[src/rtl/mul_arbiter_if.sv]
// Bundle between mul_arbiter and its requesters plus the shared multiplier engine.
// Handshake: a requester holds req_valid[k] with req_x stable until req_ready[k] pulses; resp_valid pulses once per run.
interface mul_arbiter_if #(
   parameter int N_REQ = 4
);
   logic [N_REQ-1:0]    req_valid;
   logic [15*N_REQ-1:0] req_x;
   logic [N_REQ-1:0]    req_ready;
   logic [N_REQ-1:0]    resp_valid;
   logic [35:0]         resp_codes;
   logic                resp_early;
   logic                busy;
   logic [14:0]         eng_x;
   logic                eng_valid;
   logic                eng_mul_valid;
   logic [35:0]         eng_codes;

   modport slave (
      input  req_valid, req_x, eng_mul_valid, eng_codes,
      output req_ready, resp_valid, resp_codes, resp_early, busy, eng_x, eng_valid
   );

   modport master (
      output req_valid, req_x, eng_mul_valid, eng_codes,
      input  req_ready, resp_valid, resp_codes, resp_early, busy, eng_x, eng_valid
   );
endinterface

[src/rtl/mul_arbiter.sv]
// Round-robin front end sharing one factor-decomposition engine between N_REQ requesters.
// Each run: grant, issue, wait for done or timeout, respond; all outputs registered.
module mul_arbiter #(
   parameter int N_REQ   = 4,
   parameter int TIMEOUT = 32,
   parameter int CW      = 5
) (
   input  logic          clk,
   input  logic          rst,
   mul_arbiter_if.slave  bus,
   output logic [1:0]    dbg_state
);
   localparam int IW = $clog2(N_REQ);

   typedef enum logic [1:0] {
      IDLE  = 2'd0,
      ISSUE = 2'd1,
      WAIT  = 2'd2,
      RESP  = 2'd3
   } state_t;

   state_t            state_q, state_d;
   logic [IW-1:0]     gnt_q, gnt_d, rr_q, rr_d;
   logic [CW-1:0]     cnt_q, cnt_d;
   logic [14:0]       ex_q, ex_d;
   logic [35:0]       codes_q, codes_d;
   logic              early_q, early_d;
   logic              busy_q, busy_d;
   logic              ev_q, ev_d;
   logic [N_REQ-1:0]  ready_q, ready_d;
   logic [N_REQ-1:0]  rv_q, rv_d;

   logic [IW-1:0]     pick;
   logic              found;
   logic [IW:0]       sum;
   logic [14:0]       ex_sel;

   // Search starts one past the last grant and wraps, so the last winner has lowest priority.
   always_comb begin
      pick   = '0;
      found  = 1'b0;
      sum    = '0;
      ex_sel = '0;
      for (int i = 1; i <= N_REQ; i++) begin
         sum = {1'b0, rr_q} + (IW+1)'(i);
         if (sum >= (IW+1)'(N_REQ)) sum = sum - (IW+1)'(N_REQ);
         if (!found && bus.req_valid[sum[IW-1:0]]) begin
            pick  = sum[IW-1:0];
            found = 1'b1;
         end
      end
      for (int k = 0; k < N_REQ; k++) begin
         if (pick == IW'(k)) ex_sel = bus.req_x[k*15 +: 15];
      end
   end

   always_comb begin
      state_d = state_q;
      gnt_d   = gnt_q;
      rr_d    = rr_q;
      cnt_d   = cnt_q;
      ex_d    = ex_q;
      codes_d = codes_q;
      early_d = early_q;
      ready_d = '0;
      rv_d    = '0;
      ev_d    = 1'b0;
      case (state_q)
         IDLE: begin
            if (found) begin
               gnt_d        = pick;
               rr_d         = pick;
               ex_d         = ex_sel;
               ready_d[pick] = 1'b1;
               ev_d         = 1'b1;
               state_d      = ISSUE;
            end
         end
         ISSUE: begin
            cnt_d   = '0;
            state_d = WAIT;
         end
         WAIT: begin
            cnt_d = cnt_q + CW'(1);
            // A done pulse on the last timeout cycle still counts as a normal completion.
            if (bus.eng_mul_valid) begin
               codes_d      = bus.eng_codes;
               early_d      = 1'b0;
               rv_d[gnt_q]  = 1'b1;
               state_d      = RESP;
            end else if (cnt_q == CW'(TIMEOUT-1)) begin
               codes_d      = bus.eng_codes;
               early_d      = 1'b1;
               rv_d[gnt_q]  = 1'b1;
               state_d      = RESP;
            end
         end
         RESP: begin
            state_d = IDLE;
         end
         default: state_d = IDLE;
      endcase
      busy_d = (state_d != IDLE);
   end

   always_ff @(posedge clk) begin
      if (rst) begin
         state_q <= IDLE;
         gnt_q   <= '0;
         rr_q    <= IW'(N_REQ-1);
         cnt_q   <= '0;
         ex_q    <= '0;
         codes_q <= '0;
         early_q <= 1'b0;
         busy_q  <= 1'b0;
         ev_q    <= 1'b0;
         ready_q <= '0;
         rv_q    <= '0;
      end else begin
         state_q <= state_d;
         gnt_q   <= gnt_d;
         rr_q    <= rr_d;
         cnt_q   <= cnt_d;
         ex_q    <= ex_d;
         codes_q <= codes_d;
         early_q <= early_d;
         busy_q  <= busy_d;
         ev_q    <= ev_d;
         ready_q <= ready_d;
         rv_q    <= rv_d;
      end
   end

   assign bus.req_ready  = ready_q;
   assign bus.resp_valid = rv_q;
   assign bus.resp_codes = codes_q;
   assign bus.resp_early = early_q;
   assign bus.busy       = busy_q;
   assign bus.eng_x      = ex_q;
   assign bus.eng_valid  = ev_q;
   assign dbg_state      = state_q;
endmodule

[src/flat_wrapper.sv]
// flat-port wrapper written by rule: the top's interface ports become plain ports
module mul_arbiter_flat 
#(
   parameter int N_REQ   = 4,
   parameter int TIMEOUT = 32,
   parameter int CW      = 5
)
  (clk, rst, dbg_state, bus_req_valid, bus_req_x, bus_eng_mul_valid, bus_eng_codes, bus_req_ready, bus_resp_valid, bus_resp_codes, bus_resp_early, bus_busy, bus_eng_x, bus_eng_valid);
  mul_arbiter_if #(.N_REQ(N_REQ)) bus_i ();
  input  logic clk;
  input  logic rst;
  output logic [1:0] dbg_state;
  input wire logic [$bits(bus_i.req_valid)-1:0] bus_req_valid;
  input wire logic [$bits(bus_i.req_x)-1:0] bus_req_x;
  input wire logic [$bits(bus_i.eng_mul_valid)-1:0] bus_eng_mul_valid;
  input wire logic [$bits(bus_i.eng_codes)-1:0] bus_eng_codes;
  output wire logic [$bits(bus_i.req_ready)-1:0] bus_req_ready;
  output wire logic [$bits(bus_i.resp_valid)-1:0] bus_resp_valid;
  output wire logic [$bits(bus_i.resp_codes)-1:0] bus_resp_codes;
  output wire logic [$bits(bus_i.resp_early)-1:0] bus_resp_early;
  output wire logic [$bits(bus_i.busy)-1:0] bus_busy;
  output wire logic [$bits(bus_i.eng_x)-1:0] bus_eng_x;
  output wire logic [$bits(bus_i.eng_valid)-1:0] bus_eng_valid;
  assign bus_i.req_valid = bus_req_valid;
  assign bus_i.req_x = bus_req_x;
  assign bus_i.eng_mul_valid = bus_eng_mul_valid;
  assign bus_i.eng_codes = bus_eng_codes;
  assign bus_req_ready = bus_i.req_ready;
  assign bus_resp_valid = bus_i.resp_valid;
  assign bus_resp_codes = bus_i.resp_codes;
  assign bus_resp_early = bus_i.resp_early;
  assign bus_busy = bus_i.busy;
  assign bus_eng_x = bus_i.eng_x;
  assign bus_eng_valid = bus_i.eng_valid;
  mul_arbiter #(.N_REQ(N_REQ), .TIMEOUT(TIMEOUT), .CW(CW)) u_core (.clk(clk), .rst(rst), .bus(bus_i), .dbg_state(dbg_state));
endmodule
[config.mk]
export PLATFORM = sky130hd
export DESIGN_NAME = mul_arbiter_flat
export DESIGN_NICKNAME = d
export VERILOG_FILES = /design/src/rtl/mul_arbiter_if.sv /design/src/rtl/mul_arbiter.sv /design/src/flat_wrapper.sv
export SDC_FILE = /design/constraint.sdc
export NUM_CORES = 1
export LEC_CHECK = 0
export ABC_CLOCK_PERIOD_IN_PS = 2700
export CORE_MARGIN = 4
export CORE_UTILIZATION = 40
export CTS_CLUSTER_DIAMETER = 120
export DETAILED_ROUTE_END_ITERATION = 8
export DONT_BUFFER_PORTS = 1
export MAX_ROUTING_LAYER = met4
export PLACE_DENSITY_LB_ADDON = 0.15
export SLEW_MARGIN = 10
export SYNTH_ARGS = -nofsm -noshare
export SYNTH_HDL_FRONTEND = slang
export SYNTH_SLANG_ARGS = --single-unit
[constraint.sdc]
create_clock -name clk -period 2.7 [get_ports clk]
set_input_delay 0.81 -clock clk [delete_from_list [all_inputs] [get_ports clk]]
set_output_delay 0.81 -clock clk [all_outputs]
set_load 0.01 [all_outputs]
==> tab_implementation.tex, run 1 <==
\begin{tabular}{lr}
\hline
Metric & Value \\
\hline
\multicolumn{2}{l}{\textbf{Cells and area}} \\
Commonest cells after routing, fill and taps aside & nand2\_1, dfxtp\_1, a21oi\_1 \\
Final nets & $\sim$450 \\
Fin util & 0.461 \\
Diode count & 0 \\
Synthesis-to-finish area growth & 10.5\% \\
Leading cell type in the layout, fill and taps excluded & nand2\_1 \\
Layout cells sized above 1 & 0.131 \\
\multicolumn{2}{l}{\textbf{Logic synthesis}} \\
Fraction of the mapped netlist area in compound gates & 0.163 \\
Largest area contributor in the synthesized netlist & dfxtp\_1 \\
Most area-consuming cells after synthesis & dfxtp\_1, nand2\_1, a21oi\_1 \\
Post-synthesis share of cell area spent on and, or, nand and nor gates & 0.192 \\
Combinational family with the most area after synthesis & simple AND/OR/NAND/NOR gates \\
Register area share after synthesis & 0.475 \\
Async SR Flop Fraction & 0 \\
Post-Synthesis Cell Area & just over 3000 um\^{}2 \\
Number of different library cells in the post-synthesis netlist & 37 \\
Primary FF master, synth & dfxtp\_1 \\
Net Count, Synth & 454 \\
Synth Area per Inst & $\sim$8.9 um\^{}2 \\
Multiplexer fraction of the synthesized cell area & 0.110 \\
EDFF count, synth & 0 \\
Adder-cell area share of the yosys netlist & 0.0203 \\
Post-synthesis instance total & around 350 \\
Area share of the largest cell type after synthesis & 0.475 \\
Synth Warn \# & 0 \\
Number of storage elements in the synthesis netlist & 73 \\
Xor-xnor portion of the synthesized cell area & 0 \\
\multicolumn{2}{l}{\textbf{Routing}} \\
Routed vias & 2367 \\
DRC violation total after the first TritonRoute iteration & 87 \\
Number of remaining DRC errors & 0 \\
Detailed Routing Iterations Pass 1 & 5 \\
Average wire per standard cell & 16.7 um \\
Routed wire length & $\sim$7400 um \\
Number of vias per cell after detailed routing & 5.34 \\
ANT nets after route & 0 \\
\multicolumn{2}{l}{\textbf{CTS}} \\
Max H-tree Level & 3 \\
TritonCTS clock tree & done \\
Number of buffers added for setup after CTS & 0 \\
Clock Sink Count & between 70 and 80 \\
Number of CTS-inserted buffers & 9 \\
Max clock buf depth & 2 \\
Clock root cell & clkbuf\_8 \\
Total of hold buffers inserted after clock tree synthesis & 0 \\
Clock input transition at the sequential cells of the worst setup and hold paths & 0.08 ns \\
Number of gates given a new drive strength after cts & 0 \\
Clock latency reported for the late side of the worst-skew pair & $\sim$0.34 ns \\
\multicolumn{2}{l}{\textbf{Pwr}} \\
Worst-case vdd ir drop & between 0.0004 and 0.0005 V \\
Total power per unit cell area & 1110 nW/um\^{}2 \\
Leakage power of the design & between 1 and 1.5 nW \\
Total Power & $\sim$0.0038 W \\
\multicolumn{2}{l}{\textbf{Worst hold path}} \\
Hold Crit Start & u\_core.cnt\_q[4] \\
Path class of the lowest-slack min-delay path & flop to flop \\
\multicolumn{2}{l}{\textbf{Critical path}} \\
Start-to-end type of the worst setup path & flop to flop \\
Arrival time at the worst endpoint & between 2 and 2.5 ns \\
Sort of element at the end of the critical path & flop \\
Critical Path Start Type & flop \\
Reg2Reg Launch Point & u\_core.rr\_q[1] \\
CP max FO & 14 \\
Start point of the critical path & u\_core.rr\_q[1] \\
Critical Path RT & slightly below 3 ns \\
\multicolumn{2}{l}{\textbf{Timing}} \\
Post-route fraction of the period consumed by the critical path & 0.712 \\
Maximum frequency from static timing analysis & 520 MHz \\
Final setup violation count & 0 \\
Setup slack after layout & about 0.8 ns \\
RSZ-0062 raised after global routing & no \\
Worst slew margin relative to its limit & 0.617 \\
Worst Skew & $\sim$0.011 ns \\
Accumulated negative setup slack & 0 ns \\
Min Clock Period, post-route & around 1.9 ns \\
Worst Max-Slew Pin Slew & about 0.57 ns \\
Hold Violations, Final & 0 \\
Max-slew violation total from the final report & 0 \\
Final-layout worst hold slack & roughly 0.48 ns \\
\multicolumn{2}{l}{\textbf{Floorplanning}} \\
Area of the placeable core & 7370 um\^{}2 \\
Full die area & 9160 um\^{}2 \\
Width of the die & about 96 um \\
Starting utilization of the core area & 0.417 \\
Die extent in y & 95.7 um \\
Number of ports placed on the die boundary & 167 \\
Std-Cell Rows & 31 \\
\multicolumn{2}{l}{\textbf{Placement}} \\
Post-place setup slack & approximately 0.45 ns \\
Placed wire-length estimate & 5440 um \\
Placer Congestion & 0.713 \\
Number of port buffers & 0 \\
\multicolumn{2}{l}{\textbf{Global routing}} \\
Pin count of the biggest net entering global routing & 53 \\
Wire length of the first global-routing pass & between 10000 and 15000 um \\
Overall overflow remaining after global route & 0 \\
Global routing usage summed across all routing layers & 0.160 \\
Via count of the first global-routing pass & roughly 2200 \\
Antenna violations before repair & 0 \\
\multicolumn{2}{l}{\textbf{Status}} \\
Run status & completed \\
\multicolumn{2}{l}{\textbf{Job}} \\
Max-cap violations & 0 \\
\hline
\end{tabular}
==> cell usage after synthesis, types with 2 or more instances <==
cell and number:
a221o_1 14, mux2_2 15, inv_1 3, a21oi_1 44
or2_2 2, dfxtp_1 73, o21ai_0 2, buf_2 3
nor3_1 4, nand2b_1 5, mux2i_1 17, and3_1 3
buf_4 3, nand3_1 3, a211oi_1 2, nor2_2 2
nand2_1 82, clkbuf_1 15, ha_1 5, nor2_1 29
nor3b_1 4
==> metrics by stage <==
step | instances | area (um^2)
floorplan | 346 | 3080
global placement | 427 | 3160
detailed placement | 427 | 3160
CTS | 443 | 3400
global route | 443 | 3400
finish | 443 | 3400
==> state kept, by name (all words and copies together), names as in the netlist, 2 cells and up <==
register and cells:
u_core.dbg_state 2, u_core.rr_q 2, u_core.bus.eng_x 15, u_core.bus.resp_valid 4, u_core.gnt_q 2, u_core.cnt_q 5
u_core.bus.resp_codes 36, u_core.bus.req_ready 4
==> cell type report <==
| class | count | area, um^2 |
|---|---|---|
| clock buffer | 10 | 128 |
| clock inverter | 6 | 115 |
| fill | 744 | 3970 |
| inverter | 4 | 15.0 |
| multi-input combinational | 247 | 1500 |
| sequential | 73 | 1460 |
| tap | 99 | 124 |
| timing repair buffer | 4 | 55.1 |
==> worst max-delay path: stages, from the launching register on <==
cell	delay, ns
dfxtp_1	0.46
mux2i_1	0.22
o22a_1	0.22
o21a_1	0.37
nor2_2	0.21
a221o_1	0.34
==> metal layers <==
metal	GRT usage	routed length [um]
met5	-	0
met2	0.258	3660
met3	0.0571	803
met4	0.0604	74
met1	0.182	2880
==> report_power, final <==
part / internal, W / switching (W) / leakage [nW]
combinational: 0.000508 / 0.000580 / 0.532
clock: 0.000619 / 0.000413 / 0.117
sequential: 0.00133 / 0.000303 / 0.595
total: 0.00246 / 0.00130 / 1.24
==> final timing paths <==
kind	endpoint	slack (ns)	cells after the start
worst min register to register	u_core.cnt_q[4]	0.48	2
worst max register to register	u_core.bus.eng_x[9]	0.78	5
worst min-delay path	u_core.cnt_q[4]	0.48	2
worst max-delay path	u_core.bus.eng_x[9]	0.78	5
==> kinds of logic (layout without fill, tap and decap cells) <==
family	Yosys count	count (layout)
and+or+nand+nor	138	138
buffers and inverters	26	24
adders and majority gates	5	5
muxes	32	32
AOI/OAI and AO/OA	72	72
DFF	73	73
No activity file was read; power rests on OpenSTA's default activity.
==> run 2: changes to the inputs <==
--- a/config.mk
+++ b/config.mk
@@ -5,7 +5,7 @@
 export SDC_FILE = /design/constraint.sdc
 export NUM_CORES = 1
 export LEC_CHECK = 0
-export ABC_CLOCK_PERIOD_IN_PS = 2700
+export ABC_CLOCK_PERIOD_IN_PS = 1800
 export CORE_MARGIN = 4
 export CORE_UTILIZATION = 40
 export CTS_CLUSTER_DIAMETER = 120
==> constraint.sdc (replaced) <==
create_clock -name clk -period 1.8 [get_ports clk]
set_input_delay 0.54 -clock clk [delete_from_list [all_inputs] [get_ports clk]]
set_output_delay 0.54 -clock clk [all_outputs]
set_load 0.01 [all_outputs]
==> run 2 against run 1 <==
Hold slack got worse by 0.21 ns. Worst setup slack worse by 0.73 ns. First-iteration DRC count up 40%. Non-clock buffer count rose by 16. Sequential power grew 48%. Largest power group unchanged.
==> tab_implementation.tex, run 2 (synthesized netlist as in run 1, its figures left out) <==
\begin{tabular}{lr}
\hline
Metric & Value \\
\hline
\multicolumn{2}{l}{\textbf{Status}} \\
Run status & completed \\
\multicolumn{2}{l}{\textbf{Critical path}} \\
Arrival time at the worst endpoint & roughly 2.0 ns \\
Critical Path RT & roughly 2.0 ns \\
Start point of the critical path & u\_core.rr\_q[1] \\
Peak per-stage delay on the critical path & approximately 0.36 ns \\
Sort of element at the end of the critical path & flop \\
Worst setup path endpoint & u\_core.bus.eng\_x[12] \\
CP max FO & 29 \\
Critical path depth in cells & 5 \\
Register-to-register path setup slack & approximately 0.048 ns \\
FF-to-FF End & u\_core.bus.eng\_x[12] \\
Start-to-end type of the worst setup path & flop to flop \\
Critical Path Start Type & flop \\
Critical path cell sequence & nand2b\_1, a31oi\_4, buf\_12, mux2\_2, a221o\_1 \\
Depth of the most critical reg-to-reg path & 5 \\
Cell class contributing the biggest share of worst-path delay & compound AO/OA/AOI/OAI gates \\
Slowest stage cell on the critical path & dfxtp\_2 \\
Reg2Reg Launch Point & u\_core.rr\_q[1] \\
Crit path buffers/inverters & 1 \\
\multicolumn{2}{l}{\textbf{Timing}} \\
Final setup violation count & 0 \\
Hold Violations, Final & 0 \\
Accumulated negative setup slack & 0 ns \\
Max-slew violation total from the final report & 0 \\
Worst Skew & 0.0118 ns \\
Maximum frequency from static timing analysis & between 500 and 600 MHz \\
Post-route fraction of the period consumed by the critical path & 0.973 \\
RSZ-0062 raised after global routing & yes \\
Worst slew margin relative to its limit & 0.652 \\
Worst Max-Slew Pin Slew & 0.515 ns \\
Min Clock Period, post-route & approximately 1.8 ns \\
\multicolumn{2}{l}{\textbf{Cells and area}} \\
Layout cells sized above 1 & 0.189 \\
Final nets & between 400 and 500 \\
Commonest cells after routing, fill and taps aside & nand2\_1, dfxtp\_1, a21oi\_1 \\
Synthesis-to-finish area growth & 16.0\% \\
Leading cell type in the layout, fill and taps excluded & nand2\_1 \\
Diode count & 0 \\
Number of flip-flops under the largest register name & 36 \\
Total non-filler cell area in the finished layout & around 3600 um\^{}2 \\
Count of filler cells inserted in the layout & a little over 700 \\
\multicolumn{2}{l}{\textbf{Pwr}} \\
Total power per unit cell area & about 1600 nW/um\^{}2 \\
Sw frac & 0.347 \\
Leakage power of the design & between 1 and 1.5 nW \\
Total net switching power & 0.00200 W \\
Part of the power in registers & 0.421 \\
Share of total power in the clock network & 0.242 \\
Total Power & 0.00578 W \\
Worst-case vdd ir drop & between 0.0007 and 0.0008 V \\
Internal Pwr Total & around 0.0038 W \\
Comb pwr share & 0.337 \\
\multicolumn{2}{l}{\textbf{Floorplanning}} \\
Die extent in y & around 96 um \\
Std-Cell Rows & 31 \\
Width of the die & between 90 and 100 um \\
Number of ports placed on the die boundary & between 150 and 200 \\
Area of the placeable core & approximately 7400 um\^{}2 \\
Starting utilization of the core area & 0.417 \\
Full die area & 9160 um\^{}2 \\
\multicolumn{2}{l}{\textbf{CTS}} \\
TritonCTS clock tree & done \\
Clock input transition at the sequential cells of the worst setup and hold paths & about 0.080 ns \\
Clock Sink Count & 73 \\
Max H-tree Level & 3 \\
Clock root cell & clkbuf\_8 \\
Max clock buf depth & 2 \\
Clock latency reported for the late side of the worst-skew pair & approximately 0.33 ns \\
Number of CTS-inserted buffers & 9 \\
\multicolumn{2}{l}{\textbf{Placement}} \\
Placed wire-length estimate & 5650 um \\
Placer Congestion & 0.732 \\
Area post-placement & $\sim$3300 um\^{}2 \\
Number of port buffers & 0 \\
\multicolumn{2}{l}{\textbf{Routing}} \\
ANT nets after route & 0 \\
Number of remaining DRC errors & 0 \\
Routed vias & between 2000 and 2500 \\
DRC violation total after the first TritonRoute iteration & 122 \\
Number of vias per cell after detailed routing & about 5.3 \\
Average wire per standard cell & about 17 um \\
Routed wire length & $\sim$7600 um \\
Detailed Routing Iterations Pass 1 & 4 \\
\multicolumn{2}{l}{\textbf{Job}} \\
Max-cap violations & 0 \\
\multicolumn{2}{l}{\textbf{Global routing}} \\
Overall overflow remaining after global route & 0 \\
Pin count of the biggest net entering global routing & 53 \\
Antenna violations before repair & 0 \\
Met1 layer usage reported by global route & 0.178 \\
Via count of the first global-routing pass & around 2300 \\
Met3 demand-to-capacity share in global routing & 0.0547 \\
GR Layer Usage met2 & 0.266 \\
Wire length of the first global-routing pass & 11200 um \\
Global routing usage summed across all routing layers & 0.163 \\
Most crowded layer after global routing & met2 \\
\multicolumn{2}{l}{\textbf{Worst hold path}} \\
Path class of the lowest-slack min-delay path & primary input to flop \\
\hline
\end{tabular}
==> run 2: cell count changes in the layout (fill, tap and decap cells not counted), moves of 2 or more <==
cell and change:
buf_4 +13, dfxtp_2 +3, ha_1 -2, buf_12 +3, dfxtp_1 -3
==> run 2: power groups by stage <==
stage	Combinational, W	Clock [W]	Sequential [W]
after floorplan	0.00142	0	0.00239
after global placement	0.00192	0	0.00248
after detailed placement	0.00195	0	0.00248
after CTS	0.00196	0.00145	0.00244
after global routing	0.00216	0.00152	0.00248
final	0.00195	0.00140	0.00243
==> run 2: how the worst min path moves through the flow <==
stage / startpoint / to / slack [ns] / depth (start not counted)
4_1_cts: rst / u_core.bus.resp_codes[14] / 0.24 / 1
3_5_place_dp: u_core.gnt_q[0] / u_core.bus.resp_valid[2] / 0.46 / 1
6_report: rst / u_core.cnt_q[0] / 0.26 / 1
5_1_grt: rst / u_core.bus.resp_codes[10] / 0.23 / 1
3_3_place_gp: u_core.cnt_q[4] / u_core.cnt_q[4] / 0.45 / 2
2_1_floorplan: u_core.gnt_q[1] / u_core.bus.resp_valid[1] / 0.43 / 1
==> run 2: timing repair <==
| action | CTS | global route |
|---|---|---|
| hold buffers | 0 | 0 |
| pin swaps | 0 | 1 |
| setup endpoints to repair | 14 | 50 |
| buffers inserted | 0 | 0 |
| resized for setup | 1 | 8 |
==> run 2: final cells by class <==
cell class | count | area, um^2 | share of cell area
multi-input combinational | 247 | 1530 | 0.430
sequential | 73 | 1470 | 0.411
timing repair buffer | 20 | 213 | 0.0596
clock buffer | 10 | 128 | 0.0358
tap | 99 | 124 | 0.0347
clock inverter | 6 | 90.1 | 0.0252
inverter | 4 | 15.0 | 0.00421
==> run 2: metal layers <==
layer  wire [um]  vias to the layer above
li1            -                     1208
met1        3020                     1096
met2        3700                       98
met3         740                       13
met4         162                        0
met5           0                        -
==> run 2: worst reg2reg max path: stages (launching register included) <==
cell and delay [ns]:
dfxtp_2 0.36, nand2b_1 0.18, a31oi_4 0.21, buf_12 0.22
mux2_2 0.37, a221o_1 0.32
==> run 2: stage by stage <==
stage / worst slack (ns) / hold slack, ns / cells / util
6_report: 0.0480 / 0.264 / 459 / 0.484
3_3_place_gp: -0.0800 / 0.453 / 443 / 0.450
3_5_place_dp: -0.107 / 0.461 / 443 / 0.450
4_1_cts: -0.0112 / 0.244 / 459 / 0.479
5_1_grt: -0.0228 / 0.232 / 459 / 0.484
2_1_floorplan: -0.0786 / 0.434 / 346 / -
==> run 3: changes to the inputs <==
--- a/config.mk
+++ b/config.mk
@@ -6,13 +6,13 @@
 export NUM_CORES = 1
 export LEC_CHECK = 0
 export ABC_CLOCK_PERIOD_IN_PS = 1800
-export CORE_MARGIN = 4
+export CORE_MARGIN = 1.5
 export CORE_UTILIZATION = 40
 export CTS_CLUSTER_DIAMETER = 120
 export DETAILED_ROUTE_END_ITERATION = 8
 export DONT_BUFFER_PORTS = 1
 export MAX_ROUTING_LAYER = met4
-export PLACE_DENSITY_LB_ADDON = 0.15
+export PLACE_DENSITY_LB_ADDON = 0.2
 export SLEW_MARGIN = 10
 export SYNTH_ARGS = -nofsm -noshare
 export SYNTH_HDL_FRONTEND = slang
==> run 3 against run 2 <==
The flow now finishes with violations (setup timing). Global-route usage grew 2.0 points. Combinational power grew 7%. Maximum frequency shrank 3.2%. Total power grew 0.59%. Non-clock buffer count grew 3. First-iteration DRC count shrank 40%. Utilization grew 1.0 points. Register-to-register slack lost 0.06 ns. Highest routed layer unchanged. Critical endpoint is now u_core.bus.eng_x[8].
==> tab_implementation.tex, run 3 (synthesized netlist as in run 1, its figures left out) <==
\begin{tabular}{lr}
\hline
Metric & Value \\
\hline
\multicolumn{2}{l}{\textbf{Status}} \\
Run status & finished, violations left \\
Failing checks & setup timing \\
\multicolumn{2}{l}{\textbf{Cells and area}} \\
Layout cells sized above 1 & 0.196 \\
Leading cell type in the layout, fill and taps excluded & nand2\_1 \\
Commonest cells after routing, fill and taps aside & nand2\_1, dfxtp\_1, a21oi\_1 \\
Fin util & 0.494 \\
Number of flip-flops under the largest register name & 36 \\
Final nets & $\sim$470 \\
Synthesis-to-finish area growth & 17.8\% \\
Count of filler cells inserted in the layout & roughly 700 \\
Diode count & 0 \\
\multicolumn{2}{l}{\textbf{Floorplanning}} \\
Die extent in y & between 90 and 100 um \\
Std-Cell Rows & 31 \\
Area of the placeable core & $\sim$7300 um\^{}2 \\
Number of ports placed on the die boundary & 167 \\
Starting utilization of the core area & 0.420 \\
Full die area & roughly 8000 um\^{}2 \\
Width of the die & $\sim$90 um \\
\multicolumn{2}{l}{\textbf{Timing}} \\
Post-route fraction of the period consumed by the critical path & 1.01 \\
Maximum frequency from static timing analysis & roughly 550 MHz \\
Worst Max-Slew Pin Slew & roughly 0.5 ns \\
Min Clock Period, post-route & between 1.5 and 2 ns \\
Worst slew margin relative to its limit & 0.652 \\
Final setup violation count & 1 \\
Final-layout worst hold slack & 0.267 ns \\
RSZ-0062 raised after global routing & yes \\
Worst Skew & 0.0114 ns \\
Max-slew violation total from the final report & 0 \\
Hold Violations, Final & 0 \\
Setup slack after layout & -0.00967 ns \\
\multicolumn{2}{l}{\textbf{Pwr}} \\
Total power per unit cell area & roughly 1600 nW/um\^{}2 \\
Share of total power in the clock network & 0.224 \\
Worst-case vdd ir drop & about 0.00096 V \\
Total net switching power & a little over 0.002 W \\
Sw frac & 0.347 \\
Internal Pwr Total & around 0.0038 W \\
Total Power & between 0.005 and 0.006 W \\
Part of the power in registers & 0.417 \\
Leakage power of the design & 1.34 nW \\
Comb pwr share & 0.360 \\
\multicolumn{2}{l}{\textbf{Critical path}} \\
Critical path cell sequence & a21o\_1, a31oi\_4, buf\_12, mux2\_2, a221o\_1 \\
Critical Path Start Type & flop \\
Arrival time at the worst endpoint & just over 2 ns \\
CP max FO & 14 \\
Start-to-end type of the worst setup path & flop to flop \\
FF-to-FF End & u\_core.bus.eng\_x[8] \\
Slowest stage cell on the critical path & dfxtp\_4 \\
Critical Path RT & between 2 and 2.5 ns \\
Register-to-register path setup slack & -0.01 ns \\
Peak per-stage delay on the critical path & about 0.36 ns \\
Depth of the most critical reg-to-reg path & 5 \\
Reg2Reg Launch Point & u\_core.rr\_q[1] \\
Sort of element at the end of the critical path & flop \\
\multicolumn{2}{l}{\textbf{CTS}} \\
Max H-tree Level & 3 \\
Clock latency reported for the late side of the worst-skew pair & between 0.3 and 0.4 ns \\
Clock Sink Count & between 70 and 80 \\
Clock input transition at the sequential cells of the worst setup and hold paths & $\sim$0.080 ns \\
Number of CTS-inserted buffers & 9 \\
Max clock buf depth & 2 \\
Total of hold buffers inserted after clock tree synthesis & 0 \\
TritonCTS clock tree & done \\
Clock root cell & clkbuf\_8 \\
\multicolumn{2}{l}{\textbf{Global routing}} \\
Global routing usage summed across all routing layers & 0.183 \\
Wire length of the first global-routing pass & 11800 um \\
Overall overflow remaining after global route & 0 \\
Via count of the first global-routing pass & 2397 \\
Antenna violations before repair & 0 \\
Pin count of the biggest net entering global routing & 53 \\
\multicolumn{2}{l}{\textbf{Routing}} \\
Number of vias per cell after detailed routing & around 5.3 \\
Routed vias & 2430 \\
ANT nets after route & 0 \\
Number of remaining DRC errors & 0 \\
DRC violation total after the first TritonRoute iteration & 73 \\
Average wire per standard cell & about 16 um \\
Detailed Routing Iterations Pass 1 & 6 \\
Routed wire length & roughly 7500 um \\
\multicolumn{2}{l}{\textbf{Worst hold path}} \\
Path class of the lowest-slack min-delay path & primary input to flop \\
Hold Path Cell Cnt & 1 \\
Hold Crit Start & rst \\
Hold EP & u\_core.cnt\_q[0] \\
\multicolumn{2}{l}{\textbf{Placement}} \\
Post-place setup slack & -0.125 ns \\
Placed wire-length estimate & 5100 um \\
Placer Congestion & 0.801 \\
Number of port buffers & 0 \\
\multicolumn{2}{l}{\textbf{Job}} \\
Max-cap violations & 0 \\
\hline
\end{tabular}
run 3: worst max-delay path: cells and delay by family (launching register included):
kind                   cells  cell delay [ns]
flip-flops                 1             0.36
buffers and inverters      1             0.19
multiplexers               1             0.34
AO/OA/AOI/OAI              3             0.80
run 3: how the worst max path moves through the flow:
stage                startpoint                    to  slack (ns)  cells past startpoint
2_1_floorplan  bus_req_valid[0]  u_core.bus.eng_x[10]       -0.08                      5
3_3_place_gp   bus_req_valid[0]  u_core.bus.eng_x[11]       -0.09                      5
3_5_place_dp   bus_req_valid[0]  u_core.bus.eng_x[11]       -0.12                      7
4_1_cts          u_core.rr_q[0]  u_core.bus.eng_x[10]        0.01                      5
5_1_grt          u_core.rr_q[1]  u_core.bus.eng_x[11]       -0.08                      7
6_report         u_core.rr_q[1]   u_core.bus.eng_x[8]       -0.01                      5
run 3: power groups by stage:
stage / clock (W) / combinational, W / sequential, W
2_1_floorplan: 0 / 0.00142 / 0.00239
3_3_place_gp: 0 / 0.00185 / 0.00246
3_5_place_dp: 0 / 0.00188 / 0.00246
4_1_cts: 0.00136 / 0.00189 / 0.00243
5_1_grt: 0.00141 / 0.00232 / 0.00247
6_report: 0.00130 / 0.00209 / 0.00242
run 3: final cells by class:
cell class	count	area, um^2	area share
Clock buffer	12	155	0.0428
Clock inverter	4	51.3	0.0142
Inverter	4	15.0	0.00414
Multi-Input combinational cell	247	1550	0.427
Sequential cell	73	1470	0.405
Tap cell	99	124	0.0342
Timing Repair Buffer	23	265	0.0732
run 3: per-stage QoR:
step,TNS [ns],cells,cell area (um^2)
2_1_floorplan,-1.01,346,3080
3_3_place_gp,-1.24,440,3280
3_5_place_dp,-1.54,440,3280
4_1_cts,0,456,3490
5_1_grt,-0.556,462,3620
6_report,-0.00967,462,3620
run 3: repair_timing:
item                                    CTS  global route
pin swaps                                 0             2
buffers inserted                          0             3
endpoints found under the setup margin   14            51
gates cloned                              0             3
resized for setup                         1            12
run 3: per-layer routing:
metal / vias to the layer above / GRT usage / wire length, um
li1: 1208 / - / -
met1: 1104 / 0.200 / 3170
met2: 110 / 0.306 / 3590
met3: 8 / 0.0791 / 622
met4: 0 / 0.0476 / 84
met5: - / - / 0
